==> src/rtl/fxp_pkg.sv <==
// Shared fixed-point types and helpers for the Q4.4 adder datapath.
package fxp_pkg;

  localparam int FXP_IN_W   = 8;
  localparam int FXP_OUT_W  = 9;
  localparam int FXP_FRAC_W = 4;

  typedef logic [FXP_IN_W-1:0]  fxp_q44_t;
  typedef logic [FXP_OUT_W-1:0] fxp_q54_t;

  // Unsigned Q4.4 + Q4.4 with one carry bit of headroom; cannot overflow.
  function automatic fxp_q54_t fxp_add(input fxp_q44_t a, input fxp_q44_t b);
    return {1'b0, a} + {1'b0, b};
  endfunction

endpackage

==> src/rtl/fxp_rr_arbiter.sv <==
// Round-robin arbiter: combinational grant, priority rotates past the last
// granted index only when the grant is actually consumed (advance).
module fxp_rr_arbiter #(
  parameter  int N     = 4,
  localparam int IDX_W = (N > 1) ? $clog2(N) : 1
) (
  input  logic             clk,
  input  logic             rst,
  input  logic [N-1:0]     req,
  input  logic             advance,
  output logic [N-1:0]     gnt,
  output logic [IDX_W-1:0] gnt_idx
);

  logic [IDX_W-1:0] last_gnt;

  // Search from last_gnt+1 with wrap; no grant at all while in reset.
  always_comb begin
    logic             found;
    logic [IDX_W-1:0] ci;
    int unsigned      cand;
    gnt     = '0;
    gnt_idx = '0;
    found   = 1'b0;
    ci      = '0;
    cand    = 0;
    for (int unsigned k = 1; k <= N; k++) begin
      cand = (32'(last_gnt) + k) % N;
      ci   = IDX_W'(cand);
      if (!rst && !found && req[ci]) begin
        found   = 1'b1;
        gnt[ci] = 1'b1;
        gnt_idx = ci;
      end
    end
  end

  // Priority pointer: requester 0 is searched first after reset.
  always_ff @(posedge clk) begin
    if (rst) begin
      last_gnt <= IDX_W'(N - 1);
    end else if (advance) begin
      last_gnt <= gnt_idx;
    end
  end

endmodule

==> src/rtl/unsigned_pipelined_fixed_point_adder.sv <==
// Unsigned Q4.4 + Q4.4 -> Q5.4 adder, LATENCY register stages, no reset.
module unsigned_pipelined_fixed_point_adder
  import fxp_pkg::*;
#(
  parameter int LATENCY = 2
) (
  input  logic       clk,
  input  logic [7:0] a,
  input  logic [7:0] b,
  output logic [8:0] sum
);

  fxp_q54_t pipe [LATENCY];

  // Sum is formed at the input stage, then delayed to the full latency.
  always_ff @(posedge clk) begin
    pipe[0] <= fxp_add(a, b);
    for (int unsigned s = 1; s < LATENCY; s++) begin
      pipe[s] <= pipe[s-1];
    end
  end

  assign sum = pipe[LATENCY-1];

endmodule

==> src/rtl/fxp_add_rr_scheduler.sv <==
// Round-robin sharing of one pipelined Q4.4 adder among N_REQ requesters;
// a requester-ID tag rides alongside the adder so each sum returns tagged.
module fxp_add_rr_scheduler
  import fxp_pkg::*;
#(
  parameter  int N_REQ   = 4,
  parameter  int ADD_LAT = 2,
  localparam int ID_W    = $clog2(N_REQ)
) (
  input  logic                  clk,
  input  logic                  rst,
  input  logic [N_REQ-1:0]      req_valid,
  output logic [N_REQ-1:0]      req_ready,
  input  logic [N_REQ*8-1:0]    req_a,
  input  logic [N_REQ*8-1:0]    req_b,
  output logic                  rsp_valid,
  output logic [ID_W-1:0]       rsp_id,
  output logic [FXP_OUT_W-1:0]  rsp_sum,
  output logic                  busy
);

  logic [ID_W-1:0]  gnt_idx;
  logic             transfer;
  fxp_q44_t         add_a;
  fxp_q44_t         add_b;
  logic [ADD_LAT-1:0] tag_vld;
  logic [ID_W-1:0]  tag_id [ADD_LAT];

  assign transfer = |(req_valid & req_ready);

  fxp_rr_arbiter #(
    .N (N_REQ)
  ) u_arb (
    .clk     (clk),
    .rst     (rst),
    .req     (req_valid),
    .advance (transfer),
    .gnt     (req_ready),
    .gnt_idx (gnt_idx)
  );

  // Operand mux: granted lane on a transfer, zeros otherwise.
  always_comb begin
    add_a = '0;
    add_b = '0;
    if (transfer) begin
      add_a = req_a[32'(gnt_idx)*FXP_IN_W +: FXP_IN_W];
      add_b = req_b[32'(gnt_idx)*FXP_IN_W +: FXP_IN_W];
    end
  end

  unsigned_pipelined_fixed_point_adder #(
    .LATENCY (ADD_LAT)
  ) u_add (
    .clk (clk),
    .a   (add_a),
    .b   (add_b),
    .sum (rsp_sum)
  );

  // Tag shift register mirroring the adder pipeline; reset drops in-flight work.
  always_ff @(posedge clk) begin
    if (rst) begin
      tag_vld <= '0;
      for (int unsigned s = 0; s < ADD_LAT; s++) begin
        tag_id[s] <= '0;
      end
    end else begin
      tag_vld[0] <= transfer;
      tag_id[0]  <= gnt_idx;
      for (int unsigned s = 1; s < ADD_LAT; s++) begin
        tag_vld[s] <= tag_vld[s-1];
        tag_id[s]  <= tag_id[s-1];
      end
    end
  end

  assign rsp_valid = tag_vld[ADD_LAT-1];
  assign rsp_id    = tag_id[ADD_LAT-1];
  assign busy      = |tag_vld;

endmodule

==> config.mk <==
export PLATFORM = sky130hd
export DESIGN_NAME = fxp_add_rr_scheduler
export DESIGN_NICKNAME = d
export VERILOG_FILES = /design/src/rtl/fxp_pkg.sv /design/src/rtl/fxp_rr_arbiter.sv /design/src/rtl/unsigned_pipelined_fixed_point_adder.sv /design/src/rtl/fxp_add_rr_scheduler.sv
export SDC_FILE = /design/constraint.sdc
export NUM_CORES = 1
export LEC_CHECK = 0
export CAP_MARGIN = 20
export CORE_MARGIN = 5
export CORE_UTILIZATION = 50
export CTS_BUF_LIST = sky130_fd_sc_hd__clkbuf_8 sky130_fd_sc_hd__clkbuf_16
export DETAILED_ROUTE_END_ITERATION = 12
export DONT_BUFFER_PORTS = 1
export PLACE_DENSITY = 0.72
export SYNTH_ARGS = -nofsm -noshare
export SYNTH_HDL_FRONTEND = slang
export SYNTH_SLANG_ARGS = --single-unit
==> constraint.sdc <==
create_clock -name clk -period 8.8 [get_ports clk]
set_clock_uncertainty 0.1 [all_clocks]
set_input_delay 0.88 -clock clk [delete_from_list [all_inputs] [get_ports clk]]
set_output_delay 0.88 -clock clk [all_outputs]
set_load 0.01 [all_outputs]
# After elaboration in Yosys (flattened, before gate mapping)
# Memory sizes are Yosys's and may differ from the RTL's.
# Index checks and enable logic that the tools add are counted.
# word_totals
regBits	4
latch_bits	0
mem_bits_rw	22
mem_bits_ro	0
inputBits	70
elab_cells	76
memories	2
# classes
n_addsub	5
multipliers	0
n_div	0
magnitude_cmp	8
n_eq_ne	0
shift	2
mux	34
n_bitwise	6
n_reduce_logical	17
# memory_table
memory	words	width	read_ports	rd_ports_with_merged_regs	wr	line_no	source
u_add.pipe	2	9	2	0	2	unsigned_pipelined_fixed_point_adder.sv:13	fxp_q54_t pipe [LATENCY];
tag_id	2	2	2	0	2	fxp_add_rr_scheduler.sv:27	logic [ID_W-1:0] tag_id [ADD_LAT];
# op_table
cell	n
$shiftx A32 B6 Y8	2
$mux W4	4
$mux W8	2
$mux W1	14
$lt A2 B3 Y1 const B	4
$mux W2	6
$or A4 B4 Y4	3
$logic_and A1 B1 Y1	11
$add A8 B8 Y9	1
$bmux W1 S2	4
$demux W1 S2	4
$ge A2 B1 Y1 const B	4
$add A2 B1 Y2 const B	2
$add A2 B2 Y2 const B	2
$and A4 B4 Y4	1
$logic_not A1 Y1	4
$reduce_or A4 Y1	1
$or A1 B1 Y1	2
$reduce_or A2 Y1	1

# Depth between registers and ports, before layout
# Gate-level depths: netlist of run 1.
# depth
word_depth	21
mapped_depth	21
ltp_nobuf	19

# Hierarchy
# A second synthesis of run 1 with hierarchy kept.
# unflattened
hier_cells	217
hier_area_um2	2235.9
# modules_own_cells
module	instances	cells_per_inst	area_each_um2
fxp_add_rr_scheduler	1	56	754.5
unsigned_pipelined_fixed_point_adder	1	69	752.0
fxp_rr_arbiter	1	92	729.4

# Least setup slack after synthesis of run 1
# No wires, ideal clock.
# synth_timing
path_type	input to register
from	input req_valid[2]
to	memory u_add.pipe[0][8] (netlist name)
setup_ns	0.114
arrival_ns	4.302
required_ns	8.586
slack_ns	4.284
path_stages	15
path_buffers	1
cell_sequence	mux4_2 or3_4 nor3b_4 a21oi_4 buf_6 mux4_2 and2_1 ha_1 nor2b_1 o21ai_0 a21boi_0 o21ai_0 nand2b_1 a21o_1 a21o_1
# synth_rtl
element	line_no	source
from (decl)	fxp_add_rr_scheduler.sv:12	input logic [N_REQ-1:0] req_valid,
to (decl)	unsigned_pipelined_fixed_point_adder.sv:13	

==> results.yml, run 1 <==
critical_path:
  critical_path.cell_chain: "inv_1 > ha_1 > mux4_2 > nor3b_1 > a222oi_1 > o22a_1 > nand4_1 > and2_1 > ha_1 > inv_1 > fa_1 > nor2b_1 > o21ai_0 > a21boi_0 > o21ai_0 > nand2b_1 > a21o_1 > a21o_1"
  critPathKind: "reg -> reg"
  crit_fanout: 21
  crit_required_ns: 8.90
  cp_slowest_cell: "nor3b_1"
  path_buf_inv: 2
  cp-start-kind: "flip-flop"
  end_kind: "flip-flop"
  critical_path_arrival_ns: 5.35
  slowest_delay_ns: 0.74
  cp_top_family: "simple AND/OR/NAND/NOR gates"
route:
  wirelength_mm: 4.55
  drc: 0
  dr.pass1.iters: 4
  routed_via_density: 6.37
  drt_iter0_drc: 110
  num_vias: 1345
  postRouteAntennaNets: 0
  wl_per_cell_um: 21.6
yosys:
  yosys.area.top_type_share: 0.265
  syn_nets: 264
  ys_seq_elements: 26
  synth_compound_area_frac: 0.111
  synth_edf_count: 0
  synth_cell_types: 40
  synthXorXnorAreaFrac: 0.0223
  syn_inst: 177
  synthSimpleGateAreaFrac: 0.140
  ys_async_sr_fraction: 0
  synthAdderAreaFrac: 0.112
  synthTopCellsByCount: "dfxtp_1, and2_1, ha_1, nand2_1"
  yosys_warnings: 0
  ys.flop_type: "dfxtp_1"
  avgSynthCellArea_um2: 11.1
  synth_top_family_by_area: "multiplexers"
  synthMuxAreaShare: 0.264
  syn_area_um2: 1970
  yosysMostFrequentCell: "dfxtp_1"
  yosys-top-cells-area: "dfxtp_1, mux4_1, mux4_2, ha_1, and2_1"
  yosysSeqAreaShare: 0.265
  yosys.area.top_type: "dfxtp_1"
cts:
  hold_buffers: 0
  clk_path_buf_depth: 2
  post-cts-setup-buffer-count: 0
  ctsResizeCount: 0
  cts_htree_levels: 1
  cts_sinks: 26
  root_buffer: "clkbuf_8"
  clk_pin_slew_ns: 0.08
  cts_tree: "yes"
  cts_buffers: 3
  clock_latency_ns: 0.26
global_route:
  grt_pass1_wl_mm: 6.78
  antenna_found_initial: 0
  grt_max_degree: 22
  grtUsageTotal: 0.165
  overflow: 0
  grt_pass1_vias: 1348
timing:
  fin_crit_sh: 0.596
  finalHoldViolCount: 0
  whs_ns: 0.230
  period_minus_slack_ns: 5.24
  slew_headroom: 0.413
  tightest_slew_ns: 0.878
  setup_tns_ns: 0
  setup_viol: 0
  rsz0062_at_grt: "no"
  fmax_mhz: 191
  finalMaxSlewViolations: 0
flow_run:
  cap_viol_max_count: 0
outcome:
  status: "completed"
floorplan:
  die_w_um: 72.7
  start_util: 0.525
  pin_count: 87
  rows: 22
  die_h_um: 72.7
  dieArea_um2: 5290
  core-area_um2: 3740
placement:
  dp_hpwl_mm: 3.78
  port_buffers: 0
  gp_congestion: 0.833
cells_and_area:
  layout.nets: 252
  fillerInstances: 349
  multi_input_area_um2: 1280
  area_delta_synth_final_pct: -0.955
  drive_gt1_frac: 0.123
  diodes: 0
  regArea_um2: 520
power_and_ir_drop:
  p_per_area_nw_per_um2: 332
  irDropWorstVdd_mv: 0.187
  power_leakage_nw: 0.886
min_path:
  hold_class: "reg -> reg"
-- metrics by stage --
step / area, um2 / instances / util / total power (W) / setup slack (ns)
finish: 1950 / 211 / 0.520 / 0.000645 / 3.56
global route: 1950 / 211 / 0.520 / 0.000698 / 3.08
CTS: 1950 / 211 / 0.520 / 0.000649 / 3.58
detailed placement: 1910 / 208 / 0.509 / 0.000585 / 3.64
global placement: 1910 / 208 / 0.509 / 0.000573 / 3.82
floorplan: 1970 / 177 / - / 0.000544 / 4.28
-- report_power, final --
part	leakage (nW)	switching, W	total, W	internal, W
Clock	0.0216	0.0000321	0.0000626	0.0000305
Sequential	0.215	0.0000328	0.000194	0.000161
Combinational	0.649	0.000195	0.000389	0.000194
-- placed cells by master, fill, tap and decap left out, types with 4 or more instances in the layout --
| master | synthesis | routed |
|---|---|---|
| a21oi_1 | 4 | 4 |
| and2_1 | 16 | 16 |
| dfxtp_1 | 26 | 26 |
| ha_1 | 16 | 16 |
| inv_1 | 11 | 11 |
| mux4_1 | 10 | 10 |
| mux4_2 | 10 | 10 |
| nand2_1 | 12 | 12 |
| nor2_1 | 8 | 8 |
| nor2b_1 | 5 | 5 |
| o21ai_0 | 5 | 5 |
-- registers in the layout (all words and copies together), names as in the netlist --
register and count:
tag_id 4, u_add.pipe 18, u_arb.last_gnt 2, tag_vld 2
-- area by class of cell --
class / count / area share
tap: 48 / 0.0308
sequential: 26 / 0.267
multi-input combinational: 122 / 0.656
clock buffer: 3 / 0.0212
inverter: 11 / 0.0212
timing repair buffer: 1 / 0.00386
-- cells by family (layout without fill, tap and decap cells) --
group	after synthesis	after routing
buf+inv	29	15
flops	26	26
fa+ha+maj	17	17
simple gates	49	49
compound gates	28	28
xor+xnor	5	5
mux	23	23
-- worst paths after layout --
path                                   startpoint           endpoint  slack (ns)  cells past startpoint
worst max-delay path            u_arb.last_gnt[1]   u_add.pipe[0][8]        3.56                     18
worst min register to register   u_add.pipe[0][5]  u_add.pipe[0][14]        0.23                      0
worst min-delay path             u_add.pipe[0][5]  u_add.pipe[0][14]        0.23                      0
worst max register to register  u_arb.last_gnt[1]   u_add.pipe[0][8]        3.56                     18
-- per-layer routing --
metal  track usage  part of all wire  up-vias
li1              -                 -      617
met1         0.183              0.36      650
met2         0.302              0.52       69
met3        0.0441             0.092        9
met4        0.0594             0.023        0
met5             0                 0        -
-- worst reg2reg max path, delay by kind of cell (launching register included) --
family | cells | cell delay, ns
flip-flops | 1 | 0.65
AO/OA/AOI/OAI | 7 | 1.24
multiplexers | 1 | 0.36
adder cells (fa/ha/maj) | 3 | 0.95
AND/OR/NAND/NOR | 5 | 1.66
buffers and inverters | 2 | 0.25
No activity file was read; power rests on OpenSTA's default activity.
==> run 2, diff against run 1 <==
- PLACE_DENSITY: 0.72 -> 0.75
- clock period: 8.8 -> 4.7 ns (I/O delays scaled with it)
==> run 2 against run 1 <==
  * Global-route usage fell by 0.87 points
  * Sequential share of layout area fell by 1.6 points
  * Via count rose by 1.9%
  * Hold slack got worse by 0.065 ns
  * Non-clock buffer count rose by 15
  * Final area rose by 6.4%
  * Sequential power rose by 75%
  * Critical path type unchanged
==> results.yml, run 2 (synthesis results as in run 1) <==
cts:
  cts_buffers: 3
  cts_htree_levels: 1
  cts_tree: "yes"
  clk_path_buf_depth: 2
  clock_latency_ns: 0.26
  root_buffer: "clkbuf_8"
  cts_sinks: 26
  clk_pin_slew_ns: 0.08
  hold_buffers: 0
cells_and_area:
  final_cells: 226
  largest-register: "u_add.pipe"
  layout.nets: 267
  diodes: 0
  largest_register_ffs: 18
  final_cell_mix: "dfxtp_1, and2_1, ha_1"
  biggestRegsByFlops: "u_add.pipe: 18 flops, tag_id: 4 flops"
  area_delta_synth_final_pct: 5.41
  drive_gt1_frac: 0.197
  utilization: 0.553
  final_common_cell: "dfxtp_1"
floorplan:
  start_util: 0.525
  core-area_um2: 3740
  pin_count: 87
  dieArea_um2: 5290
  die_w_um: 72.7
  die_h_um: 72.7
  rows: 22
placement:
  placed_cells: 213
  gp_congestion: 0.904
  port_buffers: 0
  dp_hpwl_mm: 3.63
timing:
  rsz0062_at_grt: "no"
  whs_ns: 0.165
  period_minus_slack_ns: 4.34
  setup_tns_ns: 0
  slew_headroom: 0.601
  fin_crit_sh: 0.923
  setup_viol: 0
  tightest_slew_ns: 0.595
  fmax_mhz: 231
  finalMaxSlewViolations: 0
  finalHoldViolCount: 0
critical_path:
  crit_fanout: 15
  crit_required_ns: 4.76
  critical_path_arrival_ns: 4.40
  end_kind: "flip-flop"
  critPathKind: "reg -> reg"
  cp-start-kind: "flip-flop"
global_route:
  antenna_found_initial: 0
  overflow: 0
  grt_pass1_wl_mm: 6.48
  grt_pass1_vias: 1338
  grtUsageTotal: 0.157
  grt_max_degree: 19
route:
  dr.pass1.iters: 4
  postRouteAntennaNets: 0
  wl_per_cell_um: 19.4
  drt_iter0_drc: 53
  wirelength_mm: 4.40
  drc: 0
  num_vias: 1371
  routed_via_density: 6.07
outcome:
  status: "completed"
power_and_ir_drop:
  power_leakage_nw: 0.961
  p_per_area_nw_per_um2: 627
  irDropWorstVdd_mv: 0.251
flow_run:
  cap_viol_max_count: 0
min_path:
  hold_class: "in -> reg"
run 2: final cells by class:
class	count	area [um2]
tap	48	60.1
sequential	26	520
timing repair buffer	16	133
fill	328	1670
inverter	11	41.3
clock buffer	3	41.3
multi-input combinational	122	1280
run 2: what timing repair did:
item | 4_1_cts | 5_1_grt
setup endpoints to repair | 0 | 2
setup buffers | 0 | 10
gates resized for setup | 0 | 1
run 2: report_power, final:
part / total, W / leakage, nW / switching [W] / internal [W]
sequential: 0.000339 / 0.215 / 0.0000381 / 0.000301
clock: 0.000120 / 0.0216 / 0.0000626 / 0.0000573
combinational: 0.000840 / 0.725 / 0.000396 / 0.000444
total: 0.00130 / 0.961 / 0.000497 / 0.000803
run 2: per-layer routing:
metal  vias to the layer above  global-route usage  part of all wire
li1                        648                   -                 -
met1                       644               0.189              0.40
met2                        70               0.266              0.49
met3                         9              0.0399             0.079
met4                         0              0.0635             0.027
met5                         -                   0                 0
run 2: worst max-delay path, stage by stage, from the launching register on:
cell and delay (ns):
dfxtp_1 0.33, inv_1 0.10, ha_1 0.35, mux4_2 0.36, or3_4 0.41, nor3b_4 0.24
a21oi_4 0.09, buf_12 0.15, mux4_1 0.45, and2_1 0.17, ha_1 0.18, inv_1 0.07
fa_1 0.19, nor2b_1 0.05, o21ai_0 0.22, a21boi_1 0.12, o21ai_0 0.18, nand2b_1 0.11
a21o_1 0.18, a21o_1 0.16
run 2: worst paths after layout:
kind	slack [ns]	end	start	cells past startpoint
min reg2reg	0.23	u_add.pipe[0][12]	u_add.pipe[0][3]	0
max reg2reg	0.36	u_add.pipe[0][8]	u_arb.last_gnt[0]	19
min	0.17	tag_id[0][2]	rst	1
max	0.36	u_add.pipe[0][8]	u_arb.last_gnt[0]	19
run 2: metrics by stage:
stage | worst slack [ns] | power (W) | cell area, um2
after floorplan | 0.238 | 0.00102 | 1970
after global placement | 0.336 | 0.00109 | 1940
after detailed placement | 0.206 | 0.00111 | 1940
after CTS | 0.184 | 0.00123 | 1980
after global routing | 0.0618 | 0.00140 | 2070
final | 0.362 | 0.00130 | 2070
==> run 3, diff against run 2 <==
- MAX_ROUTING_LAYER: not set -> met4
- SYNTH_HIERARCHICAL: not set -> 1
==> run 3 against run 2 <==
  * Fmax up 1.3%
  * Critical path depth shrank 2
  * Synthesized area is 14% higher
  * Wire length up 8.8%
  * First-iteration DRC count up 92%
  * Sequential cell count unchanged
  * Worst setup slack better by 0.055 ns
  * Sequential share of layout area is 2.3 points lower
  * Largest power group unchanged
  * Via count is 19% higher
==> results.yml, run 3 <==
cts:
  root_buffer: "clkbuf_8"
  clk_path_buf_depth: 2
  post-cts-setup-buffer-count: 0
  cts_tree: "yes"
  clock_latency_ns: 0.26
  ctsResizeCount: 0
  clk_pin_slew_ns: 0.08
  hold_buffers: 0
  cts_buffers: 3
  cts_htree_levels: 1
  cts_sinks: 26
cells_and_area:
  largest-register: "u_add/pipe"
  largest_register_ffs: 18
  final_cell_mix: "dfxtp_1, ha_1"
  layout.nets: 293
  biggestRegsByFlops: "u_add/pipe: 18 flops, tag_id: 4 flops"
  drive_gt1_frac: 0.166
  area_delta_synth_final_pct: 2.01
  utilization: 0.524
  final_common_cell: "dfxtp_1"
  regArea_um2: 520
  fillerInstances: 372
  multi_input_area_um2: 1510
timing:
  fmax_mhz: 233
  period_minus_slack_ns: 4.28
  finalHoldViolCount: 0
  setup_viol: 0
  finalMaxSlewViolations: 0
  slew_headroom: 0.722
  rsz0062_at_grt: "no"
  setup_tns_ns: 0
  tightest_slew_ns: 0.414
  fin_crit_sh: 0.911
placement:
  port_buffers: 0
  dp_hpwl_mm: 3.79
  gp_congestion: 0.888
yosys:
  syn_nets: 304
  yosys-top-cells-area: "dfxtp_1, mux4_2, ha_1, mux4_1, buf_4"
  yosysSeqAreaShare: 0.233
  ys_seq_elements: 26
  synth_edf_count: 0
  yosys.area.top_type_share: 0.233
  yosysMostFrequentCell: "dfxtp_1"
  syn_area_um2: 2240
  ys.flop_type: "dfxtp_1"
  synth_cell_types: 54
  synthTopCellsByCount: "dfxtp_1, ha_1"
  ys_async_sr_fraction: 0
  syn_inst: 217
  yosys.area.top_type: "dfxtp_1"
  yosys_warnings: 6
  avgSynthCellArea_um2: 10.3
floorplan:
  start_util: 0.514
  rows: 24
  die_w_um: 76.9
  core-area_um2: 4350
  dieArea_um2: 5910
  pin_count: 87
  die_h_um: 76.9
global_route:
  overflow: 0
  grtUsageTotal: 0.158
  grt_pass1_vias: 1537
  antenna_found_initial: 1
  grt_max_degree: 22
  grt_pass1_wl_mm: 7.58
power_and_ir_drop:
  p_per_area_nw_per_um2: 501
  power_leakage_nw: 0.916
  irDropWorstVdd_mv: 0.157
route:
  wirelength_mm: 4.78
  postRouteAntennaNets: 0
  routed_via_density: 6.32
  wl_per_cell_um: 18.5
  dr.pass1.iters: 4
  drc: 0
  num_vias: 1631
  drt_iter0_drc: 102
critical_path:
  crit_fanout: 17
  crit_required_ns: 4.75
  critPathKind: "reg -> reg"
  end_kind: "flip-flop"
  critical_path_arrival_ns: 4.33
  cp-start-kind: "flip-flop"
flow_run:
  cap_viol_max_count: 0
min_path:
  hold_class: "in -> reg"
outcome:
  status: "completed"
-- run 3: changes by cell type in the layout (fill, tap and decap cells not counted), sizes merged, moves of 5 or more --
cell | before | now
buf | 16 | 11
a21boi | 1 | 16
and2 | 16 | 0
nor2b | 5 | 11
a21oi | 5 | 11
a22oi | 2 | 7
-- run 3: report_power, final --
part	total [W]	internal, W	leakage (nW)	switching [W]
logic	0.000642	0.000305	0.666	0.000337
clock network	0.000176	0.000114	0.0357	0.0000620
registers	0.000325	0.000292	0.215	0.0000330
total	0.00114	0.000711	0.916	0.000432
-- run 3: area by class of cell --
| cell class | count | share of cell area |
|---|---|---|
| Timing Repair Buffer | 11 | 0.0362 |
| Multi-Input combinational cell | 157 | 0.663 |
| Inverter | 7 | 0.0115 |
| Antenna cell | 1 | 0.00110 |
| Tap cell | 52 | 0.0285 |
| Clock buffer | 3 | 0.0181 |
| Clock inverter | 1 | 0.0132 |
| Sequential cell | 26 | 0.228 |
-- run 3: cell families (layout without fill, tap and decap cells) --
kind of cell             after synthesis  after routing  share of synthesized area
XOR/XNOR                               4              4                     0.0157
multiplexers                          24             24                      0.220
other                                  0              1                          0
buffers and inverters                 34             22                     0.0929
adder cells (fa/ha/maj)               17             17                     0.0985
AO/OA/AOI/OAI                         66             66                      0.227
flip-flops                            26             26                      0.233
AND/OR/NAND/NOR                       46             46                      0.112
-- run 3: path summary, 6_finish.rpt --
| check | cells after the start | from | slack (ns) | to |
|---|---|---|---|---|
| min | 1 | rst | 0.16 | tag_vld[1] |
| min reg2reg | 0 | u_add/pipe[0][3] | 0.23 | u_add/pipe[0][12] |
| max reg2reg | 17 | u_arb/last_gnt[0] | 0.42 | u_add/pipe[0][8] |
| max | 17 | u_arb/last_gnt[0] | 0.42 | u_add/pipe[0][8] |
-- run 3: metrics by stage --
stage | std cells | total power, W | cell area (um2) | worst slack [ns] | hold WS (ns)
2_1_floorplan | 217 | 0.000901 | 2240 | 0.312 | 0.210
3_3_place_gp | 253 | 0.000958 | 2210 | 0.606 | 0.212
3_5_place_dp | 253 | 0.000968 | 2210 | 0.427 | 0.212
4_1_cts | 257 | 0.00115 | 2280 | 0.413 | 0.158
5_1_grt | 258 | 0.00123 | 2280 | 0.0792 | 0.152
6_report | 258 | 0.00114 | 2280 | 0.417 | 0.165
-- run 3: per-layer routing --
layer  GRT usage  vias to the layer above  share of wire
met1       0.228                      753           0.45
met2       0.234                       77           0.47
met5           -                        -              0
met4      0.0367                        0         0.0082
li1            -                      797              -
met3      0.0211                        4          0.076
-- run 3: critical path, stage by stage (launching register included) --
cell	delay, ns
dfxtp_1	0.34
inv_1	0.13
ha_1	0.34
buf_4	0.20
mux4_2	0.44
a311oi_1	0.24
a22o_1	0.20
nand2b_1	0.07
o2bb2ai_1	0.17
buf_4	0.26
mux4_1	0.33
a21boi_0	0.15
ha_1	0.24
fa_1	0.41
a21oi_1	0.21
nor2_1	0.07
nor2_1	0.14
o21ai_0	0.11
